**config.mk**
```make
export PLATFORM = sky130hd
export DESIGN_NAME = rijndael_keyexpand_ctrl_flat
export DESIGN_NICKNAME = d
export VERILOG_FILES = /design/src/rtl/rijndael_keyexpand_ctrl_if.sv /design/src/rtl/rijndael_keyexpand_ctrl.sv /design/src/flat_wrapper.sv
export SDC_FILE = /design/constraint.sdc
export NUM_CORES = 2
export LEC_CHECK = 0
export BUFFER_PORTS_ARGS = -buffer_cell sky130_fd_sc_hd__buf_4
export CORE_ASPECT_RATIO = 0.7
export CORE_MARGIN = 5
export CORE_UTILIZATION = 60
export CTS_CLUSTER_DIAMETER = 80
export DETAILED_ROUTE_END_ITERATION = 10
export GPL_TIMING_DRIVEN = 0
export PLACE_DENSITY = 0.8
export SKIP_LAST_GASP = 1
export SLEW_MARGIN = 20
export SYNTH_ARGS = -nofsm -noshare
export SYNTH_HDL_FRONTEND = slang
export SYNTH_HIERARCHICAL = 1
export SYNTH_SLANG_ARGS = --single-unit
```
**constraint.sdc**
```tcl
create_clock -name clk_i -period 16.9 [get_ports clk_i]
set_input_delay 3.38 -clock clk_i [delete_from_list [all_inputs] [get_ports clk_i]]
set_output_delay 3.38 -clock clk_i [all_outputs]
set_load 0.01 [all_outputs]
```
**src/rtl/rijndael_keyexpand_ctrl_if.sv**
```systemverilog
// Key-load and round-key stream bundle between the key loader, the key-expansion
// sequencer and the round-key consumer.
interface rijndael_keyexpand_ctrl_if #(
  parameter int unsigned NK = 4
);
  localparam int unsigned KEYSIZE = 32 * NK;
  localparam int unsigned RK_W    = 128;
  localparam int unsigned IDX_W   = 4;

  logic               start_i;
  logic [KEYSIZE-1:0] key_i;
  logic               busy_o;
  logic               rk_valid_o;
  logic               rk_ready_i;
  logic [RK_W-1:0]    rk_o;
  logic [IDX_W-1:0]   rk_idx_o;
  logic               done_o;

  modport master (
    output start_i, key_i, rk_ready_i,
    input  busy_o, rk_valid_o, rk_o, rk_idx_o, done_o
  );

  modport slave (
    input  start_i, key_i, rk_ready_i,
    output busy_o, rk_valid_o, rk_o, rk_idx_o, done_o
  );
endinterface

```
**src/rtl/rijndael_keyexpand_ctrl.sv**
```systemverilog
// Iterative AES-128/AES-256 key expansion: one schedule step per cycle, round keys
// streamed over valid/ready with registered outputs.
module rijndael_keyschedulestep #(
  parameter int unsigned NK = 4
) (
  input  logic [32*NK-1:0] keystate_i,
  input  logic [7:0]       rcon_i,
  output logic [32*NK-1:0] next_keystate_o
);
  function automatic logic [7:0] xtime(input logic [7:0] x);
    return {x[6:0], 1'b0} ^ (x[7] ? 8'h1b : 8'h00);
  endfunction

  function automatic logic [7:0] gf_mul(input logic [7:0] a, input logic [7:0] b);
    logic [7:0] p;
    logic [7:0] aa;
    p  = '0;
    aa = a;
    for (int i = 0; i < 8; i++) begin
      if (b[i]) p = p ^ aa;
      aa = xtime(aa);
    end
    return p;
  endfunction

  // S-box as GF(2^8) inverse (x^254 by square-and-multiply) followed by the affine map
  function automatic logic [7:0] sbox(input logic [7:0] x);
    logic [7:0] sq;
    logic [7:0] inv;
    sq  = x;
    inv = 8'h01;
    for (int i = 1; i < 8; i++) begin
      sq  = gf_mul(sq, sq);
      inv = gf_mul(inv, sq);
    end
    return inv ^ {inv[6:0], inv[7]} ^ {inv[5:0], inv[7:6]} ^ {inv[4:0], inv[7:5]}
               ^ {inv[3:0], inv[7:4]} ^ 8'h63;
  endfunction

  function automatic logic [31:0] sub_word(input logic [31:0] w);
    return {sbox(w[31:24]), sbox(w[23:16]), sbox(w[15:8]), sbox(w[7:0])};
  endfunction

  logic [31:0] w  [NK];
  logic [31:0] nw [NK];

  // One full NK-word step; for NK=8 the fifth word takes SubWord without rotation or rcon
  always_comb begin
    for (int i = 0; i < NK; i++) w[i] = keystate_i[32*i +: 32];
    nw[0] = w[0] ^ sub_word({w[NK-1][23:0], w[NK-1][31:24]}) ^ {rcon_i, 24'h000000};
    for (int i = 1; i < NK; i++) begin
      if (NK == 8 && i == 4) nw[i] = w[i] ^ sub_word(nw[i-1]);
      else                   nw[i] = w[i] ^ nw[i-1];
    end
    for (int i = 0; i < NK; i++) next_keystate_o[32*i +: 32] = nw[i];
  end
endmodule

module rijndael_keyexpand_ctrl #(
  parameter int unsigned NK = 4
) (
  input  logic                     clk_i,
  input  logic                     rst_ni,
  rijndael_keyexpand_ctrl_if.slave bus
);
  localparam int unsigned KEYSIZE = 32 * NK;
  localparam int unsigned NR      = NK + 6;
  localparam int unsigned RK_W    = 128;
  localparam int unsigned IDX_W   = 4;

  if (NK != 4 && NK != 8) begin : g_bad_nk
    $error("rijndael_keyexpand_ctrl: NK must be 4 or 8");
  end

  typedef enum logic {
    IDLE = 1'b0,
    EMIT = 1'b1
  } state_e;

  function automatic logic [7:0] xtime(input logic [7:0] x);
    return {x[6:0], 1'b0} ^ (x[7] ? 8'h1b : 8'h00);
  endfunction

  state_e             state_q, state_d;
  logic [KEYSIZE-1:0] ks_q, ks_d;
  logic [7:0]         rcon_q, rcon_d;
  logic               half_q, half_d;
  logic [IDX_W-1:0]   idx_q, idx_d;
  logic [RK_W-1:0]    rk_q, rk_d;
  logic               done_c;
  logic [KEYSIZE-1:0] step_ks;
  logic [RK_W-1:0]    ks_hi;

  rijndael_keyschedulestep #(.NK(NK)) u_step (
    .keystate_i      (ks_q),
    .rcon_i          (rcon_q),
    .next_keystate_o (step_ks)
  );

  // Upper 128 bits of the key state only exist for AES-256
  if (NK == 8) begin : g_hi
    assign ks_hi = ks_q[KEYSIZE-1 -: RK_W];
  end else begin : g_no_hi
    assign ks_hi = '0;
  end

  always_ff @(posedge clk_i or negedge rst_ni) begin
    if (!rst_ni) begin
      state_q <= IDLE;
      ks_q    <= '0;
      rcon_q  <= 8'h01;
      half_q  <= 1'b0;
      idx_q   <= '0;
      rk_q    <= '0;
    end else begin
      state_q <= state_d;
      ks_q    <= ks_d;
      rcon_q  <= rcon_d;
      half_q  <= half_d;
      idx_q   <= idx_d;
      rk_q    <= rk_d;
    end
  end

  // rk_d is prepared one cycle ahead so rk_o never depends on rk_ready_i
  always_comb begin
    state_d = state_q;
    ks_d    = ks_q;
    rcon_d  = rcon_q;
    half_d  = half_q;
    idx_d   = idx_q;
    rk_d    = rk_q;
    done_c  = 1'b0;
    case (state_q)
      IDLE: begin
        if (bus.start_i) begin
          ks_d    = bus.key_i;
          rcon_d  = 8'h01;
          half_d  = 1'b0;
          idx_d   = '0;
          rk_d    = bus.key_i[RK_W-1:0];
          state_d = EMIT;
        end
      end
      EMIT: begin
        if (bus.rk_ready_i) begin
          if (idx_q == IDX_W'(NR)) begin
            done_c  = 1'b1;
            state_d = IDLE;
          end else begin
            idx_d = idx_q + IDX_W'(1);
            if (NK == 4 || half_q) begin
              ks_d   = step_ks;
              rcon_d = xtime(rcon_q);
              half_d = 1'b0;
              rk_d   = step_ks[RK_W-1:0];
            end else begin
              half_d = 1'b1;
              rk_d   = ks_hi;
            end
          end
        end
      end
      default: state_d = IDLE;
    endcase
  end

  assign bus.busy_o     = (state_q == EMIT);
  assign bus.rk_valid_o = (state_q == EMIT);
  assign bus.rk_o       = rk_q;
  assign bus.rk_idx_o   = idx_q;
  assign bus.done_o     = done_c;
endmodule

```
**src/flat_wrapper.sv**
```systemverilog
// flat-port wrapper written by rule: the top's interface ports become plain ports
module rijndael_keyexpand_ctrl_flat 
#(
  parameter int unsigned NK = 4
)
  (clk_i, rst_ni, bus_start_i, bus_key_i, bus_rk_ready_i, bus_busy_o, bus_rk_valid_o, bus_rk_o, bus_rk_idx_o, bus_done_o);
  rijndael_keyexpand_ctrl_if #(.NK(NK)) bus_i ();
  input  logic clk_i;
  input  logic rst_ni;
  input wire logic [$bits(bus_i.start_i)-1:0] bus_start_i;
  input wire logic [$bits(bus_i.key_i)-1:0] bus_key_i;
  input wire logic [$bits(bus_i.rk_ready_i)-1:0] bus_rk_ready_i;
  output wire logic [$bits(bus_i.busy_o)-1:0] bus_busy_o;
  output wire logic [$bits(bus_i.rk_valid_o)-1:0] bus_rk_valid_o;
  output wire logic [$bits(bus_i.rk_o)-1:0] bus_rk_o;
  output wire logic [$bits(bus_i.rk_idx_o)-1:0] bus_rk_idx_o;
  output wire logic [$bits(bus_i.done_o)-1:0] bus_done_o;
  assign bus_i.start_i = bus_start_i;
  assign bus_i.key_i = bus_key_i;
  assign bus_i.rk_ready_i = bus_rk_ready_i;
  assign bus_busy_o = bus_i.busy_o;
  assign bus_rk_valid_o = bus_i.rk_valid_o;
  assign bus_rk_o = bus_i.rk_o;
  assign bus_rk_idx_o = bus_i.rk_idx_o;
  assign bus_done_o = bus_i.done_o;
  rijndael_keyexpand_ctrl #(.NK(NK)) u_core (.clk_i(clk_i), .rst_ni(rst_ni), .bus(bus_i));
endmodule
```
; ---- Word level (Yosys, flattened, before mapping)
; Index checks and enable logic that the tools add are counted.
[word_totals]
ramBits = 0
n_memories = 0
rom_bits = 0
inputBits = 132
latch_bits = 0
ff_bits = 141
elab_cells = 1625
[classes]
add_sub_neg = 1
n_reduce_logical = 1
n_eq_ne = 4
magnitude_cmp = 0
bitwise_logic = 783
div_mod_pow = 0
multipliers = 0
muxes = 832
shift = 0
[op_table]
columns = op, n
row1 = $mux 8, 423
row2 = $xor 8x8->8, 381
row3 = $xor 8x5->8, 364
row4 = $mux 5, 369
row5 = $mux 128, 3
row6 = $pmux 128 s2, 1
row7 = $xor 32x32->32, 5
row8 = $mux 4, 7
row9 = $mux 7, 4
row10 = $not 1->1 const A, 28
row11 = $mux 6, 4
row12 = $not 4->4, 4
row13 = $pmux 8 s2, 1
row14 = $mux 3, 4
row15 = $mux 1, 10
row16 = $mux 2, 4
row17 = $pmux 4 s2, 1
row18 = $ne 2x2->1 const B, 3
row19 = $add 4x1->4 const B, 1
row20 = $eq 4x4->1 const B, 1
row21 = $reduce_and 3->1, 1
row22 = $pmux 1 s2, 1
row23 = $not 1->1, 1

; ---- Logic depth before layout (Yosys ltp)
[depth]
depth_word = 140
mapped_depth = 69
depth_no_buf = 56

; ---- By module
; The synthesis kept the hierarchy.
[by_module_without_submodules]
columns = mod, cells_per_inst, seq_area_each_um2, area_each_um2, n_inst
row1 = rijndael_keyschedulestep, 7499, 0.0, 56376.6, 1
row2 = rijndael_keyexpand_ctrl, 480, 3529.6, 7257.0, 1

; ---- Worst setup path before layout
; No wires, ideal clock.
[synth_path]
kind = reg2reg
start = register, netlist name u_core/bus.rk_o[96]
end = register u_core.rk_q[107] (netlist: u_core/bus.rk_o[107])
path_slack_ps = 773
setup_time_ps = 125
path_stages_with_launch = 62
n_path_buf = 9
arrival_ps = 16002
cell_sequence = dfrtp_1 -> ha_1 -> buf_2 -> nand2_1 -> xor2_1 -> inv_1 -> clkbuf_1 -> clkbuf_1 -> ha_1 -> clkbuf_1 -> inv_1 -> nor2_1 -> xnor2_1 -> xnor2_1 -> inv_1 -> clkbuf_1 -> buf_1 -> ha_1 -> [26 not listed] -> buf_2 -> nor2_1 -> xor2_1 -> xnor3_1 -> xor2_1 -> xor2_1 -> xor2_1 -> nand2_1 -> xnor2_1 -> xor2_1 -> xnor3_1 -> xor2_1 -> xor2_1 -> xnor2_1 -> xor2_1 -> xnor2_1 -> mux2_2 -> mux2_2
[synth_rtl]
columns = element, line
row1 = to (signal assigned), rijndael_keyexpand_ctrl.sv:121  ; rk_q <= rk_d;
row2 = to (decl), rijndael_keyexpand_ctrl.sv:89  ; logic [RK_W-1:0] rk_q, rk_d;

==> results.ini <==
[timing]
setup_slack_ps=162.7
finalMaxSlewViolations=0
fmax_mhz=59.75
rsz0062_at_grt=true
worst_pin_slew_ps=1212
relSlewSlack_pct=18.59
setup_viol=0
fin_skew_ps=28.83
fin_crit_sh_pct=99.04
fin_crit_ps=16740
hold_violations=0
setup_tns_ps=0

[floorplan]
start_util_pct=60.12
fp.dieH_um=282.5
fp-row-count=100
die_w_um=399.2
die_area_mm2=0.1128
core_mm2=0.1059
ioPinCount=267

[finish]
layout_common_cells=xnor2_1, nor2_1, nand2_1
final_common_cell=xnor2_1
syn2layout_area_growth_pct=13.52
finalNonFillerCells=9809
drive_above_1_share_pct=17.81
fin_nets=8519
utilization_pct=68.24

[cts]
root_buffer=clkbuf_16
htreeDepth=4
postCtsHoldBufs=0
cts.sinks=141
insertion_delay_ps=460
cts_tree=yes
cts_buffer_depth=2
clk_pin_slew_worst_paths_ps=90
numCtsBuffers=17

[outcome]
run_status=complete, no violations

[synthesis]
synthDistinctLibCells=115
synthesis.area_mm2=0.06363
synth_top_family_by_area=XOR/XNOR gates
synth-edff-count=0
synth-main-ff-cell=dfrtp_1
yosys.area_share.simple_pct=16.92
synth_warnings=6
ys_seq_area_share_pct=5.547
syn_nets=8132
syn_area_per_cell_um2=7.975
synth-seq-cells=141
synth_compound_area_share_pct=15.39
synth_xor_area_share_pct=48.21
synth_fa_ha_area_share_pct=0.4286
synthArstFlopShare_pct=100.0
muxShareOfSynthArea_pct=9.110
syn_inst=7979

[worst_setup_path]
critPathCaptureType=flop
cp_common_cell=xnor2_1
crit_type=reg2reg
cpMaxStageDelayCell=xnor2_1
cp_max_fo=10
crit_arrival_ps=17070
cp_slowest_stage_delay_ps=990
crit_required_ps=17230
critPathLaunchType=flop

[global_routing]
grt_pass1_wl_um=334200
globalRouteOverflowTotal=0
grt_use_total_pct=36.65
grt_antenna_before_repair=3
grt_max_degree=76
grt_pass1_vias=57400

[min_path]
min-delay-path-class=reg2reg

[placed_design]
portBuffers=266
pre_cts_ws_ps=-4633
dp_cells=9674
finalWeightedCongestion=1.018
hpwl_um=168400

[drt]
vias=63510
wl_um=221600
drc=0
first_pass_iters=8
first_iter_violations=8873
vias_per_cell=6.474
wl_per_cell_um=22.60
ant_nets=0

[job]
maxCapViolations=0

cell families (layout without fill, tap and decap cells):
family,count (synthesis),after routing
flops,141,141
xor+xnor,2651,2651
compound gates,1513,1513
simple gates,2497,2497
mux,517,517
buf+inv,638,1038
fa+ha+maj,22,22
other cells,0,2
timing repair:
item / in CTS / in global routing
setup buffers: 30 / 82
resized for setup: 273 / 334
pin swaps: 24 / 49
endpoints found under the setup margin: 128 / 128
per-stage QoR:
step / hold WS (ps) / instance area (µm²)
floorplan: 526.8 / 63630
global placement: 497.3 / 67420
detailed placement: 518.4 / 67460
CTS: 537.9 / 69910
global route: 552.3 / 72230
finish: 533.9 / 72240
metal layers:
layer	wire length, µm	up-vias	global-route usage [%]	part of all wire (%)
li1	-	28300	-	-
met1	93590	30390	54.94	42
met2	93340	4342	54.05	42
met3	28830	467	7.195	13
met4	5852	4	8.949	2.6
met5	27	-	0	0.012
synthesized netlist by cell type (18+ instances only):
master    count  area, µm²
a22oi_1      67      503.0
buf_1        37      138.9
or3_1        38      237.7
o221ai_1     25      219.0
mux2_1       51      574.3
and2_1       27      168.9
a211oi_1     80      600.6
or2_2        18      112.6
nor2_1     1106       4151
buf_2       127      635.6
mux2i_1     206       2062
nand2b_1     59      369.1
o22ai_1     107      669.4
a31oi_1      68      425.4
nand3_1     151      755.7
dfrtp_1     140       3503
nor2b_1      56      350.3
mux2_2      204       2297
xnor2_2      66       1074
nor3_1      208       1041
xor2_1      474       4151
o21ai_1      23      115.1
nand4_1      18      112.6
ha_1         21      262.8
o31ai_1      26      195.2
nand2_1     693       2601
xnor3_1     397       8941
xnor2_1    1603      14040
o32ai_1      18      157.7
a21o_1       23      172.7
xor2_2       29      471.7
a221oi_1     19      166.4
a311oi_1     20      175.2
xor3_1       50       1189
a211o_1      24      210.2
o211ai_1     54      405.4
clkbuf_1    333       1250
inv_1        84      315.3
mux2_4       53      795.8
and3_1       42      262.8
buf_4        19      142.6
o21ai_0     306       1531
a21oi_1     433       2167
state kept, by name, summed over array words and instances, names as in the netlist:
register,flops
u_core/rcon_q,8
u_core/bus.busy_o,1
u_core/bus.rk_idx_o,4
u_core/bus.rk_o,128
layout make-up:
type	instances	area, µm²
multi-input cells	7200	60520
fillers	8628	33610
flip-flops and latches	141	3532
repair buffers	379	2898
plain buffers	518	2484
well taps	1428	1787
clock buffers	20	446.7
inverters	109	426.7
clock inverters	12	137.6
diodes	2	5.005
critical path, delay by kind of cell (launching register included):
family                     cells  cell delay (ps)
DFF                            1              590
buffers and inverters          9             2240
muxes                          7             1640
and+or+nand+nor                3              360
xor gates and xnor gates      27             9660
AOI/OAI and AO/OA              3              930
adders and majority gates      3             1110
final timing paths:
kind                       slack, ps                        startpoint  cells past startpoint                               to
max                              160  u_core/bus.rk_o[112]$_DFFE_PN0P_                     52  u_core/bus.rk_o[94]$_DFFE_PN0P_
min                              530   u_core/bus.rk_o[17]$_DFFE_PN0P_                      1  u_core/bus.rk_o[17]$_DFFE_PN0P_
max reg2reg                      160  u_core/bus.rk_o[112]$_DFFE_PN0P_                     52  u_core/bus.rk_o[94]$_DFFE_PN0P_
min reg2reg                      530   u_core/bus.rk_o[17]$_DFFE_PN0P_                      1  u_core/bus.rk_o[17]$_DFFE_PN0P_
max in group asynchronous      13150                            rst_ni                      2  u_core/bus.rk_o[38]$_DFFE_PN0P_
min in group asynchronous       2950                            rst_ni                      1  u_core/bus.rk_o[27]$_DFFE_PN0P_
Power is not shown: default switching activity piles up to over one toggle a cycle in this logic, so the estimate is an artifact.
